`config.mk`:
```
export PLATFORM = sky130hd
export DESIGN_NAME = mem_responder
export DESIGN_NICKNAME = d
export VERILOG_FILES = /design/src/rtl/mem_responder_pkg.sv /design/src/rtl/mem_responder_ram.sv /design/src/rtl/mem_responder.sv
export SDC_FILE = /design/constraint.sdc
export NUM_CORES = 2
export LEC_CHECK = 0
export BUFFER_PORTS_ARGS = -buffer_cell sky130_fd_sc_hd__buf_2
export CORE_MARGIN = 1
export CORE_UTILIZATION = 45
export CTS_BUF_LIST = sky130_fd_sc_hd__clkbuf_4
export CTS_CLUSTER_DIAMETER = 60
export CTS_CLUSTER_SIZE = 16
export DETAILED_ROUTE_END_ITERATION = 6
export GPL_TIMING_DRIVEN = 0
export PLACE_DENSITY = 0.57
export SLEW_MARGIN = 10
export SYNTH_ARGS = -nofsm -noshare
export SYNTH_HDL_FRONTEND = slang
export SYNTH_HIERARCHICAL = 1
export SYNTH_SLANG_ARGS = --single-unit
```
`constraint.sdc`:
```
create_clock -name clk -period 5.5 [get_ports clk]
set_input_delay 0.825 -clock clk [delete_from_list [all_inputs] [get_ports clk]]
set_output_delay 0.825 -clock clk [all_outputs]
set_load 0.05 [all_outputs]
```
`src/rtl/mem_responder_pkg.sv`:
```
// Shared types and default sizing for the memory responder slice.
package mem_responder_pkg;

  localparam int unsigned DefAddrW   = 8;
  localparam int unsigned DefDataW   = 16;
  localparam int unsigned DefWaitCyc = 2;
  localparam int unsigned MaxWaitCyc = 15;
  localparam int unsigned CntW       = 4;

  typedef enum logic [1:0] {
    StIdle,
    StWait,
    StResp
  } state_e;

endpackage

```
`src/rtl/mem_responder_ram.sv`:
```
// Single-port storage: synchronous write, registered read, contents never reset.
module mem_responder_ram #(
  parameter int unsigned ADDR_W = 8,
  parameter int unsigned DATA_W = 16
) (
  input  logic              clk,
  input  logic              we,
  input  logic [ADDR_W-1:0] addr,
  input  logic [DATA_W-1:0] wdata,
  output logic [DATA_W-1:0] rdata
);

  logic [DATA_W-1:0] mem [2**ADDR_W];

  always_ff @(posedge clk) begin
    if (we) begin
      mem[addr] <= wdata;
    end
    rdata <= mem[addr];
  end

endmodule

```
`src/rtl/mem_responder.sv`:
```
// Wait-state memory responder: latches one CPU request, waits WAIT_CYC cycles, then acks once.
module mem_responder
  import mem_responder_pkg::*;
#(
  parameter int unsigned ADDR_W   = DefAddrW,
  parameter int unsigned DATA_W   = DefDataW,
  parameter int unsigned WAIT_CYC = DefWaitCyc
) (
  input  logic              clk,
  input  logic              rst,
  input  logic              req,
  input  logic              we,
  input  logic [ADDR_W-1:0] addr,
  input  logic [DATA_W-1:0] wdata,
  output logic [DATA_W-1:0] rdata,
  output logic              ack,
  output logic              busy,
  output logic              ovf
);

  localparam int unsigned WaitCyc = (WAIT_CYC > MaxWaitCyc) ? MaxWaitCyc : WAIT_CYC;
  localparam logic [CntW-1:0] CntLoad = (WaitCyc > 0) ? CntW'(WaitCyc - 1) : '0;

  state_e            state_q, state_d;
  logic [CntW-1:0]   cnt_q, cnt_d;
  logic              we_q;
  logic [ADDR_W-1:0] addr_q;
  logic [DATA_W-1:0] wdata_q;
  logic              ovf_q;

  logic              ram_we;
  logic [ADDR_W-1:0] ram_addr;
  logic [DATA_W-1:0] ram_rdata;

  always_ff @(posedge clk or posedge rst) begin
    if (rst) begin
      state_q <= StIdle;
      cnt_q   <= '0;
      we_q    <= 1'b0;
      addr_q  <= '0;
      wdata_q <= '0;
      ovf_q   <= 1'b0;
    end else begin
      state_q <= state_d;
      cnt_q   <= cnt_d;
      if (state_q == StIdle && req) begin
        we_q    <= we;
        addr_q  <= addr;
        wdata_q <= wdata;
      end
      if (req && busy) begin
        ovf_q <= 1'b1;
      end
    end
  end

  always_comb begin
    state_d = state_q;
    cnt_d   = cnt_q;
    unique case (state_q)
      StIdle: begin
        if (req) begin
          if (WaitCyc > 0) begin
            state_d = StWait;
            cnt_d   = CntLoad;
          end else begin
            state_d = StResp;
          end
        end
      end
      StWait: begin
        if (cnt_q == '0) begin
          state_d = StResp;
        end else begin
          cnt_d = cnt_q - 1'b1;
        end
      end
      StResp:  state_d = StIdle;
      default: state_d = StIdle;
    endcase
  end

  // The RAM read must launch on the edge entering StResp; with no wait states that
  // edge is the one sampling req, so the port follows the live address while idle.
  always_comb begin
    ack      = (state_q == StResp);
    busy     = (state_q != StIdle);
    ovf      = ovf_q;
    ram_we   = ack && we_q;
    ram_addr = (state_q == StIdle) ? addr : addr_q;
    rdata    = (ack && !we_q) ? ram_rdata : '0;
  end

  mem_responder_ram #(
    .ADDR_W (ADDR_W),
    .DATA_W (DATA_W)
  ) u_ram (
    .clk   (clk),
    .we    (ram_we),
    .addr  (ram_addr),
    .wdata (wdata_q),
    .rdata (ram_rdata)
  );

endmodule
```
# == Word level (Yosys, flattened, before mapping) ==
# Memories as Yosys holds them, arrays and structs flattened. A register that Yosys moved wholly into a read port is not among the register bits.
# Index checks and enable logic that the tools add are counted.
# word_totals
reg_bits,32
mem_bits_rw,4096
out_inout_bits,19
elab_cells,34
memories,1
# op_classes
addsub,1
n_eq_ne,5
n_mux,10
reduce_logical,11
# mem_list
memory,words,word_bits,read_ports,rd_ports_with_merged_regs,wr,line_no,source
u_ram.mem,256,16,1,1,1,mem_responder_ram.sv:13,logic [DATA_W-1:0] mem [2**ADDR_W];
# op_table
op,count
two-way mux 16 bit,1
two-way mux 4 bit,2
two-way mux 8 bit,1
one-hot mux 4 bit (2 select lines),1
"inequality test 2 bit, second input constant",3
logical AND 1 bit,4
zero test 4 bit,1
two-way mux 2 bit,2
one-hot mux 2 bit (2 select lines),1
nonzero test 2 bit,2
"subtractor 4 x 1 -> 4 bit, second input constant",1
AND reduction 3 bit,1
"equality test 2 x 1 -> 1 bit, second input constant",1
"equality test 2 bit, second input constant",1
zero test 2 bit,1
two-way mux 1 bit,2
AND reduction 2 bit,1
zero test 1 bit,1

# == Depth between registers and ports, before layout ==
# depth
word_depth,4
depth_mapped,12
ltp_nobuf,7

# == Cells and area by module ==
# Netlist, hierarchy kept.
# modules_own_cells
module,n_inst,cells_per_inst,area_per_inst_um2
mem_responder_ram,1,6727,155399.0
mem_responder,1,118,1534.0

# == Worst setup path after synthesis ==
# No wires, ideal clock.
# synth_timing
path_type,register -> register
from,register wdata_q[13]
to,memory u_ram.mem[0][13] (data pin)
setup_time_ns,0.804
arrival_ns,3.183
setup_slack_ns,1.513
stages_incl_launch_ff,1
path_buffers,0
synth_period_minus_slack_ns,3.987
cell_sequence,dfrtp_1
# synth_rtl
item,line_no,source
from (decl),mem_responder.sv:28,logic [DATA_W-1:0] wdata_q;
from (signal assigned),mem_responder.sv:49,wdata_q <= wdata;
to (decl),mem_responder_ram.sv:13,
# No word-level cell before the write port.

# == Worst setup path in the final report ==
# layout_timing
from,register state_q[0]
to,"memory u_ram.mem[97][6], enable pin"
# layout_via
word_cells_on_any_way,6
classes_between,eq/ne: 1; mux: 3; reduce/logical: 2
# layout_rtl
item,line_no,source
from (decl),mem_responder.sv:24,"state_e state_q, state_d;"
from (signal assigned),mem_responder.sv:37,state_q <= StIdle;
from (signal assigned),mem_responder.sv:44,state_q <= state_d;
zero test 2 bit,mem_responder.sv:90,ram_addr = (state_q == StIdle) ? addr : addr_q;
two-way mux 8 bit,mem_responder.sv:90,
net ram_addr[1],mem_responder.sv:32,logic [ADDR_W-1:0] ram_addr;
# The timed path passes the listed nets, and every way through them passes these cells.

==> results.py <==
metrics = {
    "worst_setup_path": {
        "critical_path.max_fanout": 10,
        "critical-path-slowest-cell": "nand2b_1",
        "crit_type": "reg -> reg",
        "critical_path.max_stage_delay_ns": 0.49,
        "path_buf_inv": 7,
        "cp.arrival_ns": 6.51,
        "crit_required_ns": 6.68,
        "crit_path_start_kind": "flop",
        "endpoint_kind": "flop",
        "crit_path_cell_trace": "nor2_4 > mux2_2 > clkbuf_1 > buf_4 > clkbuf_4 > buf_2 > nand2b_1 > nor2_2 > nand2_1 > clkbuf_4 > buf_12 > nor2_4 > buf_8",
        "r2r_setup_slack_ns": 0.17,
        "critPathTopFamily": "buffers and inverters",
    },
    "floorplan": {
        "die_area_mm2": 0.351,
        "coreArea_mm2": 0.346,
        "die_h_um": 593,
        "rows": 216,
        "pin_count": 47,
        "die_w_um": 593,
        "initial_core_util": 0.453,
    },
    "cts": {
        "clk_root_buffer_cell": "clkbuf_4",
        "htreeDepth": 5,
        "numCtsBuffers": 328,
        "clk_path_buf_depth": 4,
        "cts_sinks": 4144,
        "clkLatencyLatePin_ns": 1.53,
        "clk_transition_reported_paths_ns": 0.17,
        "cts_tree": "done",
    },
    "sta": {
        "timing.final.crit_share": 0.970,
        "min_period_ns": 5.33,
        "drv_slew": 0,
        "rsz0062_at_grt": "no",
        "finalSetupViolCount": 0,
        "worst_pin_slew_ns": 1.37,
        "fin_skew_ns": 0.159,
        "finalHoldViolCount": 0,
        "setup_ws_ns": 0.166,
        "clock.fmax_ghz": 0.187,
        "max-slew-margin-rel": 0.0878,
    },
    "layout": {
        "drive_gt1_frac": 0.311,
        "final_cells": 12400,
        "area.growth.synth_to_final_pct": 11.1,
        "nNetsFinal": 7624,
        "stdcell_area_mm2": 0.174,
    },
    "pwr": {
        "switching_share": 0.385,
        "pwr-share-clk": 0.155,
        "peakVddDrop_mv": 0.535,
        "combPwrFrac": 0.400,
        "p_leak_nw": 52.3,
        "p_int_w": 0.0565,
        "power_w": 0.0919,
        "p_switching_w": 0.0354,
        "p_seq_frac": 0.445,
        "power_density_mw_per_mm2": 527,
    },
    "synth": {
        "avgSynthCellArea_um2": 22.9,
        "netlist_top_cells_count": "edfxtp_1 (4096), mux4_2 (1024), a22oi_1 (512)",
        "synth_flop_cell": "edfxtp_1",
        "ys_types": 36,
        "synth_top_area_cell": "edfxtp_1",
        "synth.most_common_cell": "edfxtp_1",
        "async_flop_share": 0.00772,
        "synth.top_cells.by_area": "edfxtp_1 (78%), mux4_2 (15%), a22oi_1 (2.4%)",
        "yosysTopAreaCellShare": 0.784,
        "synth_area_mm2": 0.157,
        "synth_edf_count": 4096,
        "ys_seq_area_frac": 0.791,
        "synth_nets": 6875,
        "ys_warn_count": 6,
        "syn-instance-count": 6845,
        "ys_ff_latch": 4144,
    },
    "placement": {
        "dp_hpwl_um": 315000,
        "port_buffers": 46,
        "gp_congestion": 0.895,
        "post-place-ws_ns": -2.06,
        "dp_cells": 11800,
        "dpl-instance-area_mm2": 0.169,
    },
    "detailed_routing": {
        "vias": 77700,
        "wl_per_cell_um": 37.1,
        "finalWirelength_um": 458000,
        "viasPerCell": 6.29,
        "drt_pass1_iterations": 6,
        "drt_iter0_markers": 10800,
        "ant_nets": 0,
        "drcViolationCount": 0,
    },
    "grt": {
        "antenna_found_initial": 27,
        "grt_max_degree": 83,
        "globalRouteOverflowTotal": 0,
        "grt_usage": 0.261,
        "grt_pass1_wl_um": 628000,
        "grt_pass1_vias": 77200,
    },
    "job": {
        "maxCapViolations": 0,
    },
    "run_status": {
        "outcome": "finished clean",
    },
    "min_path": {
        "hp-class": "in -> reg",
    },
}
## final timing paths
check	from	end	cells past startpoint
min in group asynchronous	rst	cnt_q[2]$_DFFE_PP0P_	4
max in group asynchronous	rst	wdata_q[9]$_DFFE_PP0P_	4
worst min-delay path	wdata[4]	wdata_q[4]$_DFFE_PP0P_	3
worst min register to register	ovf$_DFFE_PP0P_	ovf$_DFFE_PP0P_	1
worst max-delay path	state_q[0]$_DFFE_PP0P_	u_ram/mem[97][6]$_DFFE_PP_	13
worst max register to register	state_q[0]$_DFFE_PP0P_	u_ram/mem[97][6]$_DFFE_PP_	13
## metal layers
metal	routed length, um	global-route usage	vias up
met5	123	0	-
li1	-	-	30900
met2	221000	0.418	3735
met4	16300	0.0834	18
met3	42800	0.0546	622
met1	178000	0.361	42500
## cell families (layout without fill, tap and decap cells)
logic type,Yosys count,in the layout,synth area share
AO/OA/AOI/OAI,838,838,0.0365
adder cells (fa/ha/maj),2,2,0.000159
AND/OR/NAND/NOR,375,375,0.0104
flip-flops,4144,4144,0.791
buffers and inverters,429,1345,0.0125
other,0,15,0
multiplexers,1057,1057,0.149
## area by class of cell
cell class	count	area, um2
Sequential cell	4144	124000
Clock buffer	379	2850
Buffer	422	2130
Timing Repair Buffer	421	6090
Tap cell	4578	5730
Inverter	5	18.8
Fill cell	27400	172000
Antenna cell	15	37.5
Multi-Input combinational cell	2272	32000
Clock inverter	118	1300
## repair_timing
item,4_1_cts,5_1_grt
resized for setup,82,7
setup endpoints to repair,3973,16
hold buffers,37,0
buffers inserted,0,1
pin swaps,0,1
endpoints found under the hold margin,58,0
cloned,0,0
## worst reg2reg max path: stages (launching register included)
cell	delay, ns
dfrtp_1	0.47
nor2_4	0.23
mux2_2	0.37
clkbuf_1	0.22
buf_4	0.30
clkbuf_4	0.39
buf_2	0.43
nand2b_1	0.52
nor2_2	0.35
nand2_1	0.37
clkbuf_4	0.50
buf_12	0.26
nor2_4	0.40
buf_8	0.22
## cells in the final DEF, fill, tap and decap left out, types with 6 or more instances in the layout
cell / n
edfxtp_1: 4096
mux4_2: 1024
a22oi_1: 512
clkbuf_4: 394
a21oi_1: 256
nor2_2: 203
clkbuf_1: 202
buf_8: 186
buf_2: 127
buf_6: 68
buf_16: 61
buf_4: 50
buf_1: 47
dlygate4sd3_1: 37
o41ai_2: 36
nor3_2: 30
mux2_2: 27
nor2_4: 27
nand2_1: 26
o41ai_1: 26
clkbuf_2: 25
bufinv_16: 21
and2_1: 20
clkinv_1: 20
clkinv_4: 18
inv_6: 17
dfrtp_1: 16
nand4_1: 16
dfxtp_1: 16
dfrtp_4: 16
diode_2: 15
nand3_1: 15
buf_12: 15
clkinv_2: 14
clkinvlp_4: 12
inv_2: 11
nor2b_1: 9
clkbuf_8: 8
nand2b_1: 7
mux2_4: 6
## power by group through the flow
stage                     clock network, W  logic, W  registers, W
final                               0.0142    0.0368        0.0409
after global routing                0.0156    0.0381        0.0409
after CTS                           0.0146    0.0368        0.0408
after detailed placement                 0    0.0366        0.0416
after global placement                   0    0.0302        0.0452
after floorplan                          0    0.0180        0.0437
## registers in the layout, indices dropped and copies added, names as in the netlist
signal       flops
u_ram/rdata     16
addr_q           8
wdata_q         16
cnt_q            4
we_q             1
ovf              1
u_ram/mem     4096
state_q          2
## per-stage QoR
stage | util | hold slack, ns | setup TNS, ns
after floorplan | - | 0.475 | 0
after detailed placement | 0.489 | 0.447 | -4354.76
after CTS | 0.503 | 0.00377 | -0.443
after global placement | 0.470 | 0.439 | -
after global routing | 0.503 | 0.0735 | 0
final | 0.503 | 0.157 | 0
No activity file was read; power rests on OpenSTA's default activity.
